[config.mk]
export PLATFORM = sky130hd
export DESIGN_NAME = bus_mux_pipe
export DESIGN_NICKNAME = d
export VERILOG_FILES = /design/src/rtl/bus_mux_pipe.sv
export SDC_FILE = /design/constraint.sdc
export NUM_CORES = 1
export LEC_CHECK = 0
export BUFFER_PORTS_ARGS = -buffer_cell sky130_fd_sc_hd__buf_2
export CORE_MARGIN = 8
export CORE_UTILIZATION = 41
export CTS_CLUSTER_DIAMETER = 80
export DETAILED_ROUTE_END_ITERATION = 6
export PLACE_DENSITY = 0.81
export SKIP_CTS_REPAIR_TIMING = 1
export SLEW_MARGIN = 20
export SYNTH_ARGS = -nofsm -noshare
export SYNTH_HDL_FRONTEND = slang
export SYNTH_SLANG_ARGS = --single-unit
[constraint.sdc]
create_clock -name clk -period 2.5 [get_ports clk]
set_input_delay 0.125 -clock clk [delete_from_list [all_inputs] [get_ports clk]]
set_output_delay 0.125 -clock clk [all_outputs]
set_load 0.05 [all_outputs]
[src/rtl/bus_mux_pipe.sv]
// bus_mux_pipe: registered-select bus source multiplexer with a configurable
// output pipeline, stall, valid flag and sticky illegal-select detection.
module bus_mux_pipe #(
  parameter int unsigned WIDTH     = 12,
  parameter int unsigned IR_WIDTH  = 8,
  parameter int unsigned NUM_SRC   = 9,
  parameter int unsigned IR_IDX    = 2,
  parameter int unsigned SEL_WIDTH = 4,
  parameter int unsigned IDLE_SEL  = 9,
  parameter int unsigned STAGES    = 1
) (
  input  logic                     clk,
  input  logic                     rst,
  input  logic [SEL_WIDTH-1:0]     sel_in,
  input  logic                     sel_valid,
  input  logic                     hold,
  input  logic                     clear_err,
  input  logic [NUM_SRC*WIDTH-1:0] src_data,
  output logic [SEL_WIDTH-1:0]     cur_sel,
  output logic [WIDTH-1:0]         busOut,
  output logic                     busOut_vld,
  output logic                     sel_err
);

  localparam logic [SEL_WIDTH-1:0] LP_IDLE    = SEL_WIDTH'(IDLE_SEL);
  localparam logic [SEL_WIDTH-1:0] LP_NUM     = SEL_WIDTH'(NUM_SRC);
  localparam logic [WIDTH-1:0]     LP_IR_MASK = WIDTH'({IR_WIDTH{1'b1}});

  logic [SEL_WIDTH-1:0] r_cur_sel;
  logic                 r_sel_err;
  logic [WIDTH-1:0]     r_data [STAGES];
  logic                 r_vld  [STAGES];

  logic                 w_sel_legal;
  logic [WIDTH-1:0]     w_mux_data;
  logic                 w_mux_vld;

  assign w_sel_legal = (sel_in < LP_NUM) || (sel_in == LP_IDLE);

  // Source mux from the latched select; the IR channel is zero-extended,
  // idle or any unmatched code drives zero with the valid flag low.
  always_comb begin
    w_mux_data = '0;
    w_mux_vld  = 1'b0;
    for (int unsigned i = 0; i < NUM_SRC; i++) begin
      if (r_cur_sel == SEL_WIDTH'(i)) begin
        w_mux_vld = 1'b1;
        if (i == IR_IDX) begin
          w_mux_data = src_data[i*WIDTH +: WIDTH] & LP_IR_MASK;
        end else begin
          w_mux_data = src_data[i*WIDTH +: WIDTH];
        end
      end
    end
  end

  // Select register: sticky unless a new select is offered; illegal codes fall back to idle.
  always_ff @(posedge clk or posedge rst) begin
    if (rst) begin
      r_cur_sel <= LP_IDLE;
    end else if (!hold && sel_valid) begin
      r_cur_sel <= w_sel_legal ? sel_in : LP_IDLE;
    end
  end

  // Sticky error flag: setting wins over clearing; clearing still works while stalled.
  always_ff @(posedge clk or posedge rst) begin
    if (rst) begin
      r_sel_err <= 1'b0;
    end else if (!hold && sel_valid && !w_sel_legal) begin
      r_sel_err <= 1'b1;
    end else if (clear_err) begin
      r_sel_err <= 1'b0;
    end
  end

  // Output pipeline: whole chain advances together, or freezes together under hold.
  always_ff @(posedge clk or posedge rst) begin
    if (rst) begin
      for (int unsigned k = 0; k < STAGES; k++) begin
        r_data[k] <= '0;
        r_vld[k]  <= 1'b0;
      end
    end else if (!hold) begin
      r_data[0] <= w_mux_data;
      r_vld[0]  <= w_mux_vld;
      for (int unsigned k = 1; k < STAGES; k++) begin
        r_data[k] <= r_data[k-1];
        r_vld[k]  <= r_vld[k-1];
      end
    end
  end

  assign cur_sel    = r_cur_sel;
  assign sel_err    = r_sel_err;
  assign busOut     = r_data[STAGES-1];
  assign busOut_vld = r_vld[STAGES-1];

endmodule

==> results of run 1 <==
==> per-layer routing <==
layer	up-vias	share of wire, %
li1	1090	-
met1	1043	41
met2	131	48
met3	10	9.3
met4	0	1.7
met5	-	0
==> per-stage QoR <==
| stage | util [%] | total power, W | hold slack [ns] |
|---|---|---|---|
| 2_1_floorplan | - | 0.000892 | 0.0621 |
| 3_3_place_gp | 57.4 | 0.00110 | 0.272 |
| 3_5_place_dp | 57.4 | 0.00111 | 0.273 |
| 4_1_cts | 58.7 | 0.00136 | -0.00841 |
| 5_1_grt | 58.9 | 0.00143 | 0.0347 |
| 6_report | 58.9 | 0.00136 | -0.0313 |
==> cell type report <==
type                       count  area share [%]
multi-input combinational    175            48.6
timing repair buffer         138            28.2
sequential                    18            17.7
tap                           52            2.54
clock buffer                   4            2.15
inverter                       6           0.878
==> synth_stat cells, drive strengths merged (6+ instances only) <==
cell     n
a21oi   10
a221o    6
a221oi   8
a22oi    7
a31oi    8
buf     14
clkbuf  10
dfrtp   16
inv      6
mux2    15
nand2   10
nand2b   8
nor2    17
nor2b   17
o21ai   17
o22ai    8
==> how the worst max path moves through the flow <==
stage,cells after the start,startpoint,endpoint
2_1_floorplan,6,cur_sel[0]$_DFFE_PP1P_,busOut[1]$_DFFE_PP0N_
3_5_place_dp,5,cur_sel[0]$_DFFE_PP1P_,busOut[7]$_DFFE_PP0N_
4_1_cts,5,cur_sel[0]$_DFFE_PP1P_,busOut[7]$_DFFE_PP0N_
5_1_grt,6,cur_sel[0]$_DFFE_PP1P_,busOut[0]$_DFFE_PP0N_
6_report,6,cur_sel[0]$_DFFE_PP1P_,busOut[1]$_DFFE_PP0N_
3_3_place_gp,4,cur_sel[0]$_DFFE_PP1P_,busOut[6]$_DFFE_PP0N_
==> logic make-up after synthesis <==
kind of cell           synth area share (%)
DFF                                    24.5
buffers and inverters                  8.59
and+or+nand+nor                        24.2
AOI/OAI and AO/OA                      31.4
muxes                                  11.3
==> worst reg2reg max path: cells and delay by family, from the launching register on <==
family | cells | cell delay (ns)
AOI/OAI and AO/OA | 3 | 0.50
and+or+nand+nor | 1 | 0.43
DFF | 1 | 0.81
buffers and inverters | 2 | 0.47
==> registers in the layout (all words and copies together), names as in the netlist <==
name and cells:
busOut 12, cur_sel 4, busOut_vld 1, sel_err 1
==> power by group <==
group	switching [W]	internal [W]
sequential	0.0000595	0.000348
combinational	0.000430	0.000274
clock	0.000111	0.000140
==> results_dict.tcl, run 1 <==
set metrics [dict create \
    status "complete, but fails checks" \
    violations "hold timing" \
    path_max_fanout 34 \
    slew_headroom_pct 51.8 \
    rsz0062_at_grt "no" \
    synth_edf_count 0 \
    max_freq_mhz 442 \
    setup-violations-final 0 \
    use_met1_pct 20.6 \
    post-route-drc-count 0 \
    grt_max_degree 35 \
    crit_required_ns 2.70 \
    synth_area_leaders "dfrtp_1 (22%), mux2_2 (9.1%), nor2b_1 (5.8%)" \
    gr-total-overflow 0 \
    multi_input_area_mm2 0.00125 \
    period_share_pct 90.4 \
    reg2regPathDepth 6 \
    worstReg2RegStart "cur_sel[0]$_DFFE_PP1P_" \
    grt_use_met2_pct 33.2 \
    r2r_slack_ns 0.24 \
    wl_um 7150 \
    netlist_instances 223 \
    met3_usage_pct 7.03 \
    arrival_ns 2.47 \
    ant_nets 0 \
    grt_pass1_wl_um 11000 \
    netlist_area_mm2 0.00185 \
    crit_family "flip-flops" \
    place_inst 389 \
    drt-wirelength-per-cell_um 18.2 \
    worstPathCellList "buf_12 > nor4bb_1 > buf_4 > a222oi_1 > o21ai_0 > a221o_1" \
    routed_via_density 5.79 \
    grt_pass1_vias 2312 \
    die-area_mm2 0.00692 \
    antenna_found_initial 0 \
    clockRootBuffer "clkbuf_8" \
    fin_area_mm2 0.00256 \
    leakagePower_nw 1.22 \
    fin_skew_ns 0.00513 \
    layout.cells.non_filler 393 \
    p_per_area_mw_per_mm2 531 \
    yosys_warnings 0 \
    worst_slew_pin_slew_ns 0.722 \
    drive_gt1_share_pct 48.7 \
    reg2reg_to "busOut[1]$_DFFE_PP0N_" \
    end_kind "flop" \
    htreeDepth 1 \
    fin_crit_ns 2.26 \
    fin_setup_tns_ns 0 \
    criticalPathCategory "reg2reg" \
    coreArea_mm2 0.00435 \
    firstDrtPassIters 4 \
    cts_tree "yes" \
    ir_drop_mv 0.200 \
    syn-mean-instance-area_um2 8.29 \
    whs_ns -0.0313 \
    initial_utilization_pct 42.5 \
    ys_ff_latch 18 \
    path_buf_inv 2 \
    critPathMaxStageDelay_ns 0.81 \
    clockBufferDepth 2 \
    hold_path_class "in2async" \
    syn2layout_area_growth_pct 38.7 \
    via_count 2274 \
    synth_ff_type "dfrtp_1" \
    nets 459 \
    io_buffers 130 \
    dpl.hpwl_um 5720 \
    layout_commonest_cell "buf_2" \
    startpoint_type "flop" \
    cts.sinks 18 \
    grt_usage_pct 18.9 \
    slew_violations 0 \
    synth_nets 340 \
    mostFrequentLayoutCells "buf_2 (130), nor2_1 (17), nor2b_1 (17), o21ai_0 (17), dfrtp_1 (16)" \
    regArea_um2 453 \
    nFillCells 405 \
    die_w_um 83.2 \
    clkLatencyLatePin_ns 0.26 \
    busiest_layer "met2" \
    place_congestion 0.828 \
    synth_top_area_cell "dfrtp_1" \
    ys_seq_area_share_pct 24.5 \
    drv_cap 0 \
    antenna_cells 0 \
    hold_violations 16 \
    cts_made_buffers 3 \
    setup_slack_ns 0.239 \
    clk_pin_slew_worst_paths_ns 0.08 \
    dpl-instance-area_mm2 0.00250 \
    io_pins 135 \
    die_h_um 83.2 \
    fp-row-count 24 \
    slowest_stage "dfstp_2" \
    drtIter0Drc 137 \
    synth-async-reset-ratio_pct 100 \
    synth_top_area_share_pct 21.7 \
    ys_types 43 \
    pre_cts_ws_ns 0.276 \
]
No activity file was read; power rests on OpenSTA's default activity.
==> run 2: changes to the inputs <==
--- a/config.mk
+++ b/config.mk
@@ -10,7 +10,8 @@
 export CORE_UTILIZATION = 41
 export CTS_CLUSTER_DIAMETER = 80
 export DETAILED_ROUTE_END_ITERATION = 6
-export PLACE_DENSITY = 0.81
+export PLACE_DENSITY = 0.84
+export RECOVER_POWER = 100
 export SKIP_CTS_REPAIR_TIMING = 1
 export SLEW_MARGIN = 20
 export SYNTH_ARGS = -nofsm -noshare
==> run 2 against run 1 <==
The flow still finishes with violations (hold timing). Critical path depth down 1. Power down 1.7%. Register-to-register slack better by 0.06 ns. Sequential cell count unchanged. Sequential share of layout area up 0.16 points. Hold slack better by 0.0091 ns. Final cell count up 0.51%. Critical path type unchanged. Critical endpoint is now busOut[2]$_DFFE_PP0N_. Largest power group unchanged.
==> results_dict.tcl, run 2 (synthesized netlist as in run 1, its figures left out) <==
set metrics [dict create \
    ir_drop_mv 0.231 \
    clk_pin_slew_worst_paths_ns 0.08 \
    cts_made_buffers 3 \
    routed_via_density 5.60 \
    firstDrtPassIters 4 \
    power.share.clock_pct 18.5 \
    cts.sinks 18 \
    dpl.hpwl_um 5540 \
    reg2regPathDepth 5 \
    crit_path_end "busOut[2]$_DFFE_PP0N_" \
    p_switching_w 0.000594 \
    wl_um 6850 \
    drive_gt1_share_pct 43.7 \
    combPwrFrac_pct 51.3 \
    nFillCells 426 \
    cts_tree "yes" \
    violations "hold timing" \
    grt_max_degree 35 \
    startpoint "cur_sel[0]$_DFFE_PP1P_" \
    clkLatencyLatePin_ns 0.25 \
    mostFrequentLayoutCells "buf_2 (113), clkbuf_1 (18), nor2_1 (17), nor2b_1 (17), o21ai_0 (17)" \
    path_max_fanout 19 \
    clockBufferDepth 2 \
    status "complete, but fails checks" \
    hold_violations 16 \
    nets 461 \
    fin_setup_tns_ns 0 \
    worst_slew_pin_slew_ns 1.32 \
    die_w_um 83.2 \
    post-route-drc-count 0 \
    regArea_um2 453 \
    io_pins 135 \
    htreeDepth 1 \
    die_h_um 83.2 \
    p_per_area_mw_per_mm2 527 \
    whs_ns -0.0222 \
    setup-violations-final 0 \
    leakagePower_nw 1.16 \
    period_share_pct 87.9 \
    largest_reg_flops 12 \
    antenna_found_initial 0 \
    worstReg2RegStart "cur_sel[0]$_DFFE_PP1P_" \
    power_frac_seq_pct 30.2 \
    layout_commonest_cell "buf_2" \
    multi_input_area_mm2 0.00125 \
    gr-total-overflow 0 \
    slew_headroom_pct 12.0 \
    reg2reg_to "busOut[2]$_DFFE_PP0N_" \
    ant_nets 0 \
    clockRootBuffer "clkbuf_8" \
    end_kind "flop" \
    max_freq_mhz 455 \
    grt_pass1_wl_um 10900 \
    coreArea_mm2 0.00435 \
    fin_crit_ns 2.20 \
    intPower_w 0.000745 \
    initial_utilization_pct 42.5 \
    r2r_slack_ns 0.30 \
    rsz0062_at_grt "no" \
    via_count 2212 \
    post-route-util_pct 58.4 \
    arrival_ns 2.39 \
    fp-row-count 24 \
    grt_pass1_vias 2319 \
    drv_cap 0 \
    criticalPathCategory "reg2reg" \
    drtIter0Drc 143 \
    fin_skew_ns 0.00127 \
    swShare_pct 44.3 \
    die-area_mm2 0.00692 \
    place_congestion 0.796 \
    grt_usage_pct 18.6 \
    hold_path_class "in2async" \
    syn2layout_area_growth_pct 37.5 \
    crit_required_ns 2.69 \
    slew_violations 0 \
    startpoint_type "flop" \
    drt-wirelength-per-cell_um 17.3 \
    io_buffers 130 \
    antenna_cells 0 \
]
==> run 2: worst min-delay path by stage <==
stage	start	to	slack [ns]	depth (start not counted)
after floorplan	rst	busOut[0]$_DFFE_PP0N_	0.06	1
after global placement	rst	busOut[2]$_DFFE_PP0N_	0.26	2
after detailed placement	rst	busOut[3]$_DFFE_PP0N_	0.27	2
after CTS	rst	busOut[3]$_DFFE_PP0N_	-0.005	2
after global routing	rst	busOut[3]$_DFFE_PP0N_	0.05	2
final	rst	busOut[2]$_DFFE_PP0N_	-0.02	2
==> run 2: per-stage QoR <==
| step | cells | hold slack [ns] | total power, W | instance area [um2] | setup slack (ns) |
|---|---|---|---|---|---|
| 3_5_place_dp | 391 | 0.268 | 0.00111 | 2500 | 0.297 |
| 2_1_floorplan | 223 | 0.0621 | 0.000892 | 1850 | 0.419 |
| 5_1_grt | 395 | 0.0452 | 0.00142 | 2540 | 0.197 |
| 3_3_place_gp | 391 | 0.264 | 0.00109 | 2500 | 0.299 |
| 6_report | 395 | -0.0222 | 0.00134 | 2540 | 0.303 |
| 4_1_cts | 395 | -0.00457 | 0.00136 | 2560 | 0.275 |
==> run 2: layer usage <==
metal,track usage (%),part of all wire (%)
met4,4.31,1.2
met2,31.8,48
met3,5.47,7.4
met1,22.1,44
met5,0,0
==> run 2: critical path: stages (launching register included) <==
cell and delay [ns]:
dfstp_2 0.78, buf_4 0.24, nor3b_2 0.42, a221oi_1 0.16, o21ai_0 0.34, a221o_1 0.20
==> run 2: power by group through the flow <==
stage	clock network [W]	registers, W	logic, W
final	0.000247	0.000405	0.000687
after global routing	0.000265	0.000414	0.000740
after CTS	0.000254	0.000403	0.000702
after detailed placement	0	0.000408	0.000701
after global placement	0	0.000404	0.000690
after floorplan	0	0.000574	0.000318
==> run 2: layout make-up <==
| type | instances | share of cell area [%] |
|---|---|---|
| multi-input combinational | 175 | 49.0 |
| timing repair buffer | 140 | 27.6 |
| sequential | 18 | 17.8 |
| tap | 52 | 2.56 |
| clock buffer | 4 | 2.17 |
| inverter | 6 | 0.886 |
